<file path="src/rtl/ps2_msg_arbiter.sv">
// Two-port PS/2 3-byte message framer with per-port message FIFOs and a round-robin valid/ready output.
// Optional inter-byte gap timeout is built only when PS2_TIMEOUT_EN is defined.
module ps2_msg_arbiter #(
    parameter int DEPTH          = 2,
    parameter int TIMEOUT_CYCLES = 1024
) (
    input  logic        clk,
    input  logic        reset,
    input  logic [1:0]  in_valid,
    input  logic [7:0]  in_data0,
    input  logic [7:0]  in_data1,
    output logic        out_valid,
    input  logic        out_ready,
    output logic [23:0] out_msg,
    output logic        out_port,
    output logic [1:0]  overflow,
    input  logic [1:0]  clr_ovf,
    output logic [1:0]  timeout
);
    localparam int AW = $clog2(DEPTH);
    localparam logic [AW:0] FULL_CNT = (AW+1)'(DEPTH);

    typedef enum logic [1:0] {SYNC, BYTE2, BYTE3} frm_state_e;

    if (DEPTH < 2 || (DEPTH & (DEPTH - 1)) != 0 || TIMEOUT_CYCLES < 2) begin : g_bad_param
        $error("ps2_msg_arbiter: DEPTH must be a power of 2 >= 2, TIMEOUT_CYCLES >= 2");
    end

    logic [1:0][7:0]  data;
    logic [1:0][23:0] head;
    logic [1:0]       empty;
    logic [1:0]       pop;
    logic             grant;
    logic             xfer;

    assign data = {in_data1, in_data0};

    for (genvar p = 0; p < 2; p++) begin : g_port
        frm_state_e     state_q;
        logic [7:0]     b0_q, b1_q;
        logic [23:0]    mem_q [DEPTH];
        logic [AW-1:0]  wr_ptr_q, rd_ptr_q;
        logic [AW:0]    count_q;
        logic           ovf_q;
        logic           tmo_fire;
        logic           push, push_ok, full;

`ifdef PS2_TIMEOUT_EN
        localparam int TW = $clog2(TIMEOUT_CYCLES) + 1;
        logic [TW-1:0] gap_q;
        logic          tmo_q;

        assign tmo_fire = (state_q != SYNC) && (gap_q == TW'(TIMEOUT_CYCLES - 1));

        always_ff @(posedge clk or posedge reset) begin
            if (reset) begin
                gap_q <= '0;
                tmo_q <= 1'b0;
            end else begin
                tmo_q <= tmo_fire;
                if (in_valid[p] || state_q == SYNC || tmo_fire) gap_q <= '0;
                else                                              gap_q <= gap_q + 1'b1;
            end
        end
        assign timeout[p] = tmo_q;
`else
        assign tmo_fire   = 1'b0;
        assign timeout[p] = 1'b0;
`endif

        // A byte landing on the timeout cycle is framed as if the framer were already in SYNC.
        always_ff @(posedge clk or posedge reset) begin
            if (reset) begin
                state_q <= SYNC;
                b0_q    <= '0;
                b1_q    <= '0;
            end else if (in_valid[p]) begin
                if (state_q == SYNC || tmo_fire) begin
                    if (data[p][3]) begin
                        b0_q    <= data[p];
                        state_q <= BYTE2;
                    end else begin
                        state_q <= SYNC;
                    end
                end else if (state_q == BYTE2) begin
                    b1_q    <= data[p];
                    state_q <= BYTE3;
                end else begin
                    state_q <= SYNC;
                end
            end else if (tmo_fire) begin
                state_q <= SYNC;
            end
        end

        assign push     = in_valid[p] && (state_q == BYTE3) && !tmo_fire;
        assign full     = (count_q == FULL_CNT);
        assign push_ok  = push && (!full || pop[p]);
        assign empty[p] = (count_q == '0);
        assign head[p]  = mem_q[rd_ptr_q];
        assign overflow[p] = ovf_q;

        always_ff @(posedge clk) begin
            if (push_ok) mem_q[wr_ptr_q] <= {b0_q, b1_q, data[p]};
        end

        always_ff @(posedge clk or posedge reset) begin
            if (reset) begin
                wr_ptr_q <= '0;
                rd_ptr_q <= '0;
                count_q  <= '0;
                ovf_q    <= 1'b0;
            end else begin
                if (push_ok) wr_ptr_q <= wr_ptr_q + 1'b1;
                if (pop[p])  rd_ptr_q <= rd_ptr_q + 1'b1;
                count_q <= count_q + {{AW{1'b0}}, push_ok} - {{AW{1'b0}}, pop[p]};
                ovf_q   <= (push && full && !pop[p]) || (ovf_q && !clr_ovf[p]);
            end
        end
    end

    logic        ptr_q, grant_q, locked_q;
    logic [23:0] last_msg_q;
    logic        last_port_q;

    // While a stalled offer is pending the grant is frozen so the head cannot change under the consumer.
    always_comb begin
        grant = ptr_q;
        if (locked_q)                           grant = grant_q;
        else if (empty[ptr_q] && !empty[~ptr_q]) grant = ~ptr_q;
    end

    assign out_valid = !empty[grant];
    assign out_msg   = out_valid ? head[grant] : last_msg_q;
    assign out_port  = out_valid ? grant : last_port_q;
    assign xfer      = out_valid && out_ready;
    assign pop       = {xfer && grant, xfer && !grant};

    always_ff @(posedge clk or posedge reset) begin
        if (reset) begin
            ptr_q       <= 1'b0;
            grant_q     <= 1'b0;
            locked_q    <= 1'b0;
            last_msg_q  <= '0;
            last_port_q <= 1'b0;
        end else begin
            locked_q <= out_valid && !out_ready;
            grant_q  <= grant;
            if (xfer) ptr_q <= ~grant;
            if (out_valid) begin
                last_msg_q  <= head[grant];
                last_port_q <= grant;
            end
        end
    end
endmodule

</file>
<file path="config.mk">
export PLATFORM = sky130hd
export DESIGN_NAME = ps2_msg_arbiter
export DESIGN_NICKNAME = d
export VERILOG_FILES = /design/src/rtl/ps2_msg_arbiter.sv
export SDC_FILE = /design/constraint.sdc
export NUM_CORES = 1
export LEC_CHECK = 0
export BUFFER_PORTS_ARGS = -buffer_cell sky130_fd_sc_hd__buf_2
export CAP_MARGIN = 25
export CORE_MARGIN = 2
export CORE_UTILIZATION = 44
export DETAILED_ROUTE_END_ITERATION = 6
export PLACE_DENSITY = 0.67
export SYNTH_ARGS = -nofsm -noshare
export SYNTH_HDL_FRONTEND = slang
export SYNTH_SLANG_ARGS = --single-unit
</file>
<file path="constraint.sdc">
create_clock -name clk -period 4.28 [get_ports clk]
set_input_delay 0.856 -clock clk [delete_from_list [all_inputs] [get_ports clk]]
set_output_delay 0.856 -clock clk [all_outputs]
set_load 0.01 [all_outputs]
</file>
==> results.toml <==
[grt]
grt.overflow.total = 0
grt_pass1_wl_um = 19460
antenna_found_initial = 0
grt_pass1_vias = 3695
grt_max_degree = 43
gr-usage-all-layers_pct = 16.17

[sta]
max_freq_ghz = 0.2906
period_minus_slack_ns = 3.441
hold_viol_final = 0
rsz0062_at_grt = "false"
relSlewSlack_pct = 50.84
skew_ns = 0.005686
timing.final.ws_setup_ns = 0.8391
tightest_slew_ns = 0.7297
setup-violations-final = 0
tns_ns = 0
drv_slew = 0
final.period_utilization_pct = 80.39

[route]
initialDrtViolationCount = 202
wl_per_cell_um = 18.10
vias_per_cell = 5.143
ant_nets = 0
routed_wl_um = 12270
post-route-drc-count = 0
dr_total_vias = 3487
dr.pass1.iters = 4

[placed_design]
dp_hpwl_um = 8304
routabilityCongestion = 0.7637
pre_cts_ws_ns = 1.289
port_buffers = 50

[critical_path]
start_kind = "flip-flop"
endpoint_kind = "output port"
critPathArrivalTime_ns = 2.58
crit_required_ns = 3.42
path_max_fanout = 26
critical_path_class = "flip-flop to output port"

[cells_and_area]
fin_nets = 504
drive_above_1_share_pct = 35.92
diodes = 0
layout_common_cells = "edfxtp_1 (96), dfrtp_1 (74), buf_2 (50), mux2i_1 (48), mux2_2 (35)"
area_delta_synth_final_pct = 16.57
layout_commonest_cell = "edfxtp_1"

[logic_synthesis]
syn-cell-area_um2 = 6773
synth_top_family_by_area = "multiplexers"
seq_area_frac_synth_pct = 69.91
ys_ff_latch = 170
syn_area_per_cell_um2 = 16.40
netlist_instances = 413
ys.flop_type = "edfxtp_1"
synth-edff-count = 96
synth_xor_area_share_pct = 1.035
synth-simple-area-share_pct = 3.750
synth_fa_ha_area_share_pct = 0.7390
yosysWarnings = 0
synthMuxAreaShare_pct = 17.13
synth_compound_area_share_pct = 5.006
synthArstFlopShare_pct = 43.53
yosysUniqueCellTypes = 40

[floorplanning]
die_w_um = 128.1
core_area_um2 = 15150
pin_count = 53
die_h_um = 128.1
dieArea_um2 = 16400
start_util_pct = 44.72
row_count = 45

[clock_tree]
cts_max_path_buffers = 2
clock_latency_ns = 0.42
cts-root-buf = "clkbuf_16"
cts-htree-levels = 4
numCtsBuffers = 17
cts_resized = 0
cts_tree = "built"
clkSlewWorstSetupHoldPaths_ns = 0.06
cts_hold_buf = 0
postCtsSetupBuffers = 0
clkSinkCount = 170

[hold_path]
hold_path_class = "flip-flop to flip-flop"

[power]
powerDensity_nw_per_um2 = 765.1
ir_worst_vdd_mv = 0.4530
p_total_w = 0.006040
p_leak_nw = 3.185

[run]
max-cap-violations = 0

[status]
status = "finished clean"
-- through the flow --
stage / hold WS, ns / cell area (um2) / cells / util (%)
finish: 0.4627 / 7895 / 678 / 52.13
global route: 0.4829 / 7895 / 678 / 52.13
CTS: 0.4643 / 7895 / 678 / 52.13
detailed placement: 0.4488 / 7262 / 646 / 47.95
global placement: 0.4426 / 7262 / 646 / 47.95
floorplan: 0.4346 / 6777 / 414 / -
-- registers in the layout, summed over array words and instances, names as in the netlist --
signal / cells
g_port.count_q: 4
g_port.b1_q: 16
g_port.mem_q: 96
grant_q: 1
g_port.b0_q: 16
locked_q: 1
g_port.state_q: 4
last_msg_q: 24
last_port_q: 1
g_port.rd_ptr_q: 2
g_port.ovf_q: 2
ptr_q: 1
g_port.wr_ptr_q: 2
-- final cells by class --
type | instances | area [um2]
fill | 1249 | 7251
timing repair buffer | 62 | 340.3
tap | 188 | 235.2
multi-input combinational | 212 | 1899
clock inverter | 12 | 186.4
inverter | 14 | 52.55
sequential | 170 | 4735
clock buffer | 20 | 446.7
-- path summary, 6_finish.rpt --
check                                  endpoint  cells past startpoint                 start  slack [ns]
hold / removal                   last_msg_q[10]                      2        last_msg_q[10]        0.46
hold reg to reg                  last_msg_q[10]                      2        last_msg_q[10]        0.46
max in group asynchronous     g_port[0].b1_q[4]                      3                 reset        2.95
setup reg to reg           g_port[0].count_q[1]                      8  g_port[1].count_q[1]        1.53
min in group asynchronous    g_port[0].wr_ptr_q                      2                 reset        0.54
setup / recovery                    out_msg[19]                      6  g_port[0].count_q[1]        0.84
-- where the power goes --
part / switching [W] / internal, W
sequential: 0.000231 / 0.00218
combinational: 0.00106 / 0.000944
clock: 0.000624 / 0.00100
total: 0.00191 / 0.00413
-- metal layers --
metal | part of all wire [%] | track usage (%) | up-vias
li1 | - | - | 1652
met1 | 42 | 19.11 | 1740
met2 | 52 | 28.15 | 83
met3 | 4.5 | 4.883 | 12
met4 | 1.2 | 5.624 | 0
met5 | 0 | 0 | -
-- cells in the mapped netlist (3+ instances only) --
| cell type | n | area (um2) |
|---|---|---|
| clkbuf_1 | 7 | 26.28 |
| dfrtp_1 | 74 | 1852 |
| xor2_1 | 3 | 26.28 |
| buf_6 | 3 | 33.78 |
| o21ai_0 | 5 | 25.02 |
| nor2_1 | 10 | 37.54 |
| buf_2 | 3 | 15.01 |
| xnor2_1 | 5 | 43.79 |
| mux2_2 | 35 | 394.1 |
| buf_4 | 4 | 30.03 |
| nand2_1 | 27 | 101.4 |
| nor3_1 | 3 | 15.01 |
| or2_2 | 3 | 18.77 |
| edfxtp_1 | 96 | 2883 |
| o21ai_1 | 4 | 20.02 |
| nor2b_1 | 3 | 18.77 |
| inv_1 | 14 | 52.55 |
| o21ai_2 | 19 | 166.4 |
| mux2i_1 | 48 | 480.5 |
| ha_1 | 4 | 50.05 |
| mux2_4 | 19 | 285.3 |
-- cell families (layout without fill, tap and decap cells) --
kind of cell             after synthesis  count (layout)
multiplexers                         102             102
AND/OR/NAND/NOR                       53              53
XOR/XNOR                               8               8
flip-flops                           170             170
AO/OA/AOI/OAI                         43              43
other                                  1               2
adder cells (fa/ha/maj)                4               4
buffers and inverters                 32             108
-- critical path, stage by stage, from the launching register on --
cell	delay, ns
dfrtp_1	0.47
or4b_1	0.54
o311a_1	0.13
buf_4	0.28
mux2_2	0.33
o21ai_0	0.24
buf_2	0.19
(Power assumes the default switching activity.)
